File: src/rtl/video_timing_pkg.sv
// Shared video timing package: 640x480@60 default constants and constant
// functions for the blanking start coordinate and total period lengths.
// Also used by the framebuffer read stage for its window constants.
package video_timing_pkg;

  // 640x480@60 horizontal timing (pixels)
  localparam int VT_H_ACTIVE = 640;
  localparam int VT_H_FRONT  = 16;
  localparam int VT_H_SYNC   = 96;
  localparam int VT_H_BACK   = 48;

  // 640x480@60 vertical timing (lines)
  localparam int VT_V_ACTIVE = 480;
  localparam int VT_V_FRONT  = 10;
  localparam int VT_V_SYNC   = 2;
  localparam int VT_V_BACK   = 33;

  // First (most negative) coordinate of a line/frame: the whole blanking
  // interval sits below zero so the active area starts at coordinate 0.
  function automatic int vt_start(input int front, input int sync_w, input int back);
    return -(front + sync_w + back);
  endfunction

  // Total period length (active plus blanking).
  function automatic int vt_total(input int active, input int front,
                                  input int sync_w, input int back);
    return active + front + sync_w + back;
  endfunction

  localparam int VT_H_START = vt_start(VT_H_FRONT, VT_H_SYNC, VT_H_BACK);              // -160
  localparam int VT_V_START = vt_start(VT_V_FRONT, VT_V_SYNC, VT_V_BACK);              // -45
  localparam int VT_H_TOTAL = vt_total(VT_H_ACTIVE, VT_H_FRONT, VT_H_SYNC, VT_H_BACK); // 800
  localparam int VT_V_TOTAL = vt_total(VT_V_ACTIVE, VT_V_FRONT, VT_V_SYNC, VT_V_BACK); // 525

endpackage

File: src/rtl/video_timing_gen.sv
// Video timing generator: signed pixel coordinates (negative in blanking),
// hsync/vsync, data enable and line/frame start strobes. All outputs are
// registered and computed from the next counter values so they line up with
// o_x_pos/o_y_pos in the same cycle.
// Optional feature macro: VIDEO_TIMING_FRAME_CNT_EN adds a 16-bit frame counter.
module video_timing_gen
  import video_timing_pkg::*;
#(
  parameter int p_h_active    = VT_H_ACTIVE,
  parameter int p_h_front     = VT_H_FRONT,
  parameter int p_h_sync      = VT_H_SYNC,
  parameter int p_h_back      = VT_H_BACK,
  parameter int p_v_active    = VT_V_ACTIVE,
  parameter int p_v_front     = VT_V_FRONT,
  parameter int p_v_sync      = VT_V_SYNC,
  parameter int p_v_back      = VT_V_BACK,
  parameter bit p_h_sync_pol  = 1'b0,
  parameter bit p_v_sync_pol  = 1'b0,
  parameter int p_count_width = 16
) (
  input  logic                            i_clk_pixel,
  input  logic                            i_rst_n,
  output logic                            o_hsync,
  output logic                            o_vsync,
  output logic                            o_de,
  output logic                            o_frame,
  output logic                            o_line,
  output logic signed [p_count_width-1:0] o_x_pos,
  output logic signed [p_count_width-1:0] o_y_pos
`ifdef VIDEO_TIMING_FRAME_CNT_EN
  ,
  output logic [15:0]                     o_frame_cnt
`endif
);

  // Integer-domain derived constants
  localparam int H_START_I  = vt_start(p_h_front, p_h_sync, p_h_back);
  localparam int V_START_I  = vt_start(p_v_front, p_v_sync, p_v_back);
  localparam int H_END_I    = p_h_active - 1;
  localparam int V_END_I    = p_v_active - 1;
  localparam int HS_FIRST_I = H_START_I + p_h_front;
  localparam int HS_LAST_I  = HS_FIRST_I + p_h_sync - 1;
  localparam int VS_FIRST_I = V_START_I + p_v_front;
  localparam int VS_LAST_I  = VS_FIRST_I + p_v_sync - 1;
  localparam int C_MIN_I    = -(1 << (p_count_width - 1));
  localparam int C_MAX_I    = (1 << (p_count_width - 1)) - 1;

  // Coordinate-width signed constants so every compare is signed at p_count_width
  localparam logic signed [p_count_width-1:0] L_H_START  = p_count_width'(H_START_I);
  localparam logic signed [p_count_width-1:0] L_V_START  = p_count_width'(V_START_I);
  localparam logic signed [p_count_width-1:0] L_H_END    = p_count_width'(H_END_I);
  localparam logic signed [p_count_width-1:0] L_V_END    = p_count_width'(V_END_I);
  localparam logic signed [p_count_width-1:0] L_HS_FIRST = p_count_width'(HS_FIRST_I);
  localparam logic signed [p_count_width-1:0] L_HS_LAST  = p_count_width'(HS_LAST_I);
  localparam logic signed [p_count_width-1:0] L_VS_FIRST = p_count_width'(VS_FIRST_I);
  localparam logic signed [p_count_width-1:0] L_VS_LAST  = p_count_width'(VS_LAST_I);
  localparam logic signed [p_count_width-1:0] L_ZERO     = '0;
  localparam logic signed [p_count_width-1:0] L_ONE      = p_count_width'(1);

  // Reject timings whose coordinates do not fit the signed counter width.
  if (H_START_I < C_MIN_I || V_START_I < C_MIN_I ||
      H_END_I > C_MAX_I || V_END_I > C_MAX_I) begin : g_range_check
    $fatal(1, "video_timing_gen: timing does not fit p_count_width");
  end

  logic signed [p_count_width-1:0] r_x_pos;
  logic signed [p_count_width-1:0] r_y_pos;
  logic                            r_hsync;
  logic                            r_vsync;
  logic                            r_de;
  logic                            r_frame;
  logic                            r_line;

  logic signed [p_count_width-1:0] w_x_next;
  logic signed [p_count_width-1:0] w_y_next;
  logic                            w_x_wrap;
  logic                            w_y_wrap;
  logic                            w_hs_active;
  logic                            w_vs_active;
  logic                            w_de_next;

  // Next coordinates and the flag values decoded from them
  always_comb begin
    w_x_wrap    = (r_x_pos == L_H_END);
    w_y_wrap    = (r_y_pos == L_V_END);
    w_x_next    = w_x_wrap ? L_H_START : (r_x_pos + L_ONE);
    w_y_next    = r_y_pos;
    if (w_x_wrap) begin
      w_y_next = w_y_wrap ? L_V_START : (r_y_pos + L_ONE);
    end
    w_hs_active = (w_x_next >= L_HS_FIRST) && (w_x_next <= L_HS_LAST);
    w_vs_active = (w_y_next >= L_VS_FIRST) && (w_y_next <= L_VS_LAST);
    w_de_next   = (w_x_next >= L_ZERO) && (w_y_next >= L_ZERO);
  end

  // Counter, sync, enable and strobe registers; reset parks at the frame start
  // without raising any strobe.
  always_ff @(posedge i_clk_pixel or negedge i_rst_n) begin
    if (!i_rst_n) begin
      r_x_pos <= L_H_START;
      r_y_pos <= L_V_START;
      r_hsync <= ~p_h_sync_pol;
      r_vsync <= ~p_v_sync_pol;
      r_de    <= 1'b0;
      r_frame <= 1'b0;
      r_line  <= 1'b0;
    end else begin
      r_x_pos <= w_x_next;
      r_y_pos <= w_y_next;
      r_hsync <= w_hs_active ? p_h_sync_pol : ~p_h_sync_pol;
      r_vsync <= w_vs_active ? p_v_sync_pol : ~p_v_sync_pol;
      r_de    <= w_de_next;
      r_line  <= w_x_wrap;
      r_frame <= w_x_wrap && w_y_wrap;
    end
  end

`ifdef VIDEO_TIMING_FRAME_CNT_EN
  logic [15:0] r_frame_cnt;

  // Frame counter steps during each o_frame cycle, so the value shown alongside
  // the n-th frame strobe is n-1; wraps naturally at 16 bits.
  always_ff @(posedge i_clk_pixel or negedge i_rst_n) begin
    if (!i_rst_n) begin
      r_frame_cnt <= 16'd0;
    end else if (r_frame) begin
      r_frame_cnt <= r_frame_cnt + 16'd1;
    end
  end

  assign o_frame_cnt = r_frame_cnt;
`endif

  assign o_x_pos = r_x_pos;
  assign o_y_pos = r_y_pos;
  assign o_hsync = r_hsync;
  assign o_vsync = r_vsync;
  assign o_de    = r_de;
  assign o_frame = r_frame;
  assign o_line  = r_line;

endmodule
File: config.mk
export PLATFORM = sky130hd
export DESIGN_NAME = video_timing_gen
export DESIGN_NICKNAME = d
export VERILOG_FILES = /design/src/rtl/video_timing_pkg.sv /design/src/rtl/video_timing_gen.sv
export SDC_FILE = /design/constraint.sdc
export NUM_CORES = 1
export LEC_CHECK = 0
export CAP_MARGIN = 10
export CELL_PAD_IN_SITES_DETAIL_PLACEMENT = 1
export CELL_PAD_IN_SITES_GLOBAL_PLACEMENT = 2
export CORE_ASPECT_RATIO = 1.2
export CORE_UTILIZATION = 30
export CTS_BUF_LIST = sky130_fd_sc_hd__clkbuf_16
export DETAILED_ROUTE_END_ITERATION = 8
export PLACE_DENSITY_LB_ADDON = 0.3
export SETUP_SLACK_MARGIN = 0.4
export SLEW_MARGIN = 40
export SYNTH_ARGS = -nofsm -noshare
export SYNTH_HDL_FRONTEND = slang
export SYNTH_SLANG_ARGS = --single-unit
File: constraint.sdc
create_clock -name i_clk_pixel -period 3.47 [get_ports i_clk_pixel]
set_input_delay 0.347 -clock i_clk_pixel [delete_from_list [all_inputs] [get_ports i_clk_pixel]]
set_output_delay 0.347 -clock i_clk_pixel [all_outputs]
set_load 0.05 [all_outputs]
==> results.sh <==
export IMPL_status="completed"
export IMPL_routed_via_density=5.35
export IMPL_coreArea_um2=6530
export IMPL_cts_resized_gates=0
export IMPL_grt_pass1_vias=1793
export IMPL_finalSetupViolCount=0
export IMPL_tightestPinTransition_ns=0.651
export IMPL_cp_max_fo=13
export IMPL_clk_pin_slew_ns=0.06
export IMPL_rr_startpoint="o_x_pos[7]"
export IMPL_root_buffer="clkbuf_16"
export IMPL_rrSetupSlack_ns=0.65
export IMPL_crit_required_ns=3.67
export IMPL_drv_slew=0
export IMPL_vias=1745
export IMPL_cts_tree="built"
export IMPL_syn_area_um2=2060
export IMPL_worst_ep_arrival_time_ns=3.02
export IMPL_final_area_um2=2690
export IMPL_ys_seq_area_frac=0.464
export IMPL_pwr_share_seq=0.417
export IMPL_synth_top_flop_cell="dfstp_2"
export IMPL_post_cts_buffers=0
export IMPL_path_cells="or4_1 -> or4_1 -> buf_4 -> o31ai_1 -> and3_1 -> nand4_1"
export IMPL_pre_cts_ws_ns=0.639
export IMPL_period_minus_slack_ns=2.82
export IMPL_routed_wl_mm=5.81
export IMPL_setup_worst_path_end_class="flop"
export IMPL_r2r_end="o_vsync"
export IMPL_yosysUniqueCellTypes=49
export IMPL_placementRows=32
export IMPL_grt_pass1_wl_mm=9.43
export IMPL_leakage_uw=0.00103
export IMPL_dieArea_um2=7210
export IMPL_max_slew_margin_rel=0.563
export IMPL_num_fill_cells=753
export IMPL_power_density_nw_per_um2=385
export IMPL_area_growth_synth_to_final_pct=30.4
export IMPL_postCtsHoldBufs=0
export IMPL_die_w_um=77.7
export IMPL_finClkSkew_ns=0.00672
export IMPL_post_route_drc_count=0
export IMPL_gp_congestion=0.821
export IMPL_drt_iter0_drc=71
export IMPL_die_y_um=92.8
export IMPL_maxCapViolations=0
export IMPL_switching_share=0.186
export IMPL_comb_power_share=0.009
export IMPL_layout_nets=245
export IMPL_grt_max_degree=38
export IMPL_cts_buffers=5
export IMPL_critical_path_startpoint="o_x_pos[7]"
export IMPL_ir_drop_v=0.000194
export IMPL_synth_cells=202
export IMPL_final_setup_worst_slack_ns=0.647
export IMPL_cts_buffer_depth=2
export IMPL_drt_pass1_iterations=4
export IMPL_grt_use_total=0.172
export IMPL_timing_hold_violations_final=0
export IMPL_io_buffers=38
export IMPL_ant_nets=0
export IMPL_cp_start_kind="flop"
export IMPL_drive_gt1_frac=0.199
export IMPL_power_frac_clock=0.574
export IMPL_grt_overflow=0
export IMPL_endpoint="o_vsync"
export IMPL_post_drt_wl_per_cell_um=17.8
export IMPL_fin_cells=326
export IMPL_fin_total_pwr_uw=1040
export IMPL_crit_top_cell="or4_1"
export IMPL_antennaDiodeCount=0
export IMPL_slowest_delay_ns=0.80
export IMPL_ioPinCount=39
export IMPL_dpl_cell_count=318
export IMPL_rr_worst_depth=6
export IMPL_path_class="flop to flop"
export IMPL_fin_tns_setup_ns=0
export IMPL_dp_hpwl_mm=3.97
export IMPL_place_area_um2=2500
export IMPL_clock_latency_ns=0.29
export IMPL_fmax_mhz=354
export IMPL_min_period_over_period=0.813
export IMPL_synth_nets=207
export IMPL_async_flop_share=1.00
export IMPL_ys_ff_latch=37
export IMPL_rsz0062_at_grt="no"
export IMPL_avgSynthCellArea_um2=10.2
export IMPL_p_switching_uw=193
export IMPL_p_int_uw=844
export IMPL_synth_edf_count=0
export IMPL_antenna_found_initial=0
export IMPL_holdCritPathClass="primary input to async pin"
export IMPL_start_util=0.316
export IMPL_slowest_stage="or4_1"
export IMPL_cts_sinks=37
export IMPL_htreeDepth=2
export IMPL_yosys_warnings=0
==> Yosys cell counts, types with 2 or more instances <==
| library cell | instances | area (um2) |
|---|---|---|
| dfstp_2 | 25 | 657 |
| nand2_1 | 23 | 86.3 |
| nand3_1 | 16 | 80.1 |
| nand4_1 | 13 | 81.3 |
| dfrtp_1 | 12 | 300 |
| nor2_1 | 10 | 37.5 |
| and3_1 | 8 | 50.1 |
| xnor2_1 | 7 | 61.3 |
| xor2_1 | 7 | 61.3 |
| a21oi_1 | 5 | 25.0 |
| clkbuf_1 | 5 | 18.8 |
| nor3_1 | 5 | 25.0 |
| or4_1 | 5 | 37.5 |
| a31oi_1 | 4 | 25.0 |
| buf_6 | 4 | 45.0 |
| inv_1 | 4 | 15.0 |
| o21ai_0 | 4 | 20.0 |
| o31ai_1 | 4 | 30.0 |
| and4_1 | 3 | 26.3 |
| ha_1 | 3 | 37.5 |
| a211o_1 | 2 | 17.5 |
| and4b_1 | 2 | 20.0 |
| mux2_2 | 2 | 22.5 |
| mux2i_1 | 2 | 20.0 |
| o21a_1 | 2 | 15.0 |
| o22a_1 | 2 | 17.5 |
==> critical path, delay by kind of cell, from the launching register on <==
kind / cells / cell delay (ns)
simple gates: 4 / 1.70
flops: 1 / 0.42
compound gates: 1 / 0.31
buf+inv: 1 / 0.31
==> flip-flops by register name (all words and copies together), names as in the netlist <==
signal and count:
o_frame 1, o_y_pos 16, o_x_pos 16, o_vsync 1, o_hsync 1, o_de 1
o_line 1
==> per-stage QoR <==
step,hold slack (ns),util
6_report,0.0165,0.412
5_1_grt,0.0526,0.412
4_1_cts,0.0413,0.412
3_5_place_dp,0.348,0.383
3_3_place_gp,0.506,0.383
2_1_floorplan,0.0514,-
==> layout by cell type, fill, tap and decap left out, types with 2 or more instances in the layout <==
cell type        synthesis  routed
and3_1                   8       8
dfrtp_1                 12      12
xnor2_1                  7       7
nand2_1                 23      23
ha_1                     3       3
a211o_1                  2       2
a31oi_1                  4       4
clkdlybuf4s50_1          0      37
o21a_1                   2       2
nor3_1                   5       5
nor2_1                  10      10
and4b_1                  2       2
o22a_1                   2       2
buf_4                    0       4
o31ai_1                  4       4
or4_1                    5       5
xor2_1                   7       7
mux2i_1                  2       2
and4_1                   3       3
a21oi_1                  5       5
clkbuf_16                0       5
nand4_1                 13      13
nand3_1                 16      16
inv_1                    4       4
o21ai_0                  4       4
bufinv_16                0       2
mux2_2                   2       2
dfstp_2                 25      25
==> cell type report <==
cell class,count,area [um2],area share
clock buffers,5,125,0.0465
repair buffers,41,400,0.149
inverters,5,31.3,0.0116
well taps,85,106,0.0395
clock inverters,3,65.1,0.0242
flip-flops and latches,37,957,0.356
multi-input cells,150,1010,0.374
==> layer usage <==
| layer | up-vias | routed length [um] | global-route usage |
|---|---|---|---|
| li1 | 822 | - | - |
| met1 | 882 | 2760 | 0.219 |
| met2 | 34 | 2810 | 0.283 |
| met3 | 7 | 170 | 0.0365 |
| met4 | 0 | 71 | 0.0645 |
| met5 | - | 0 | 0 |
==> power by group through the flow <==
stage | Clock (uW) | Combinational, uW | Sequential, uW
3_5_place_dp | 0 | 9.90 | 440
3_3_place_gp | 0 | 9.57 | 440
2_1_floorplan | 0 | 0.000410 | 440
6_report | 595 | 9.13 | 433
5_1_grt | 620 | 11.0 | 433
4_1_cts | 608 | 9.89 | 433
==> cell families (layout without fill, tap and decap cells) <==
group / count (synthesis) / in the layout / synth area share
simple gates: 96 / 96 / 0.268
flops: 37 / 37 / 0.464
compound gates: 32 / 32 / 0.114
buf+inv: 15 / 54 / 0.0485
xor+xnor: 14 / 14 / 0.0594
mux: 5 / 5 / 0.0279
fa+ha+maj: 3 / 3 / 0.0182
==> worst min path at each step <==
stage / start / end / depth (start not counted)
floorplan: i_rst_n / o_de / 0
global placement: i_rst_n / o_y_pos[2] / 1
detailed placement: i_rst_n / o_y_pos[2] / 1
CTS: i_rst_n / o_y_pos[2] / 1
global route: i_rst_n / o_y_pos[2] / 1
finish: i_rst_n / o_y_pos[2] / 1
No activity file was read; power rests on OpenSTA's default activity.
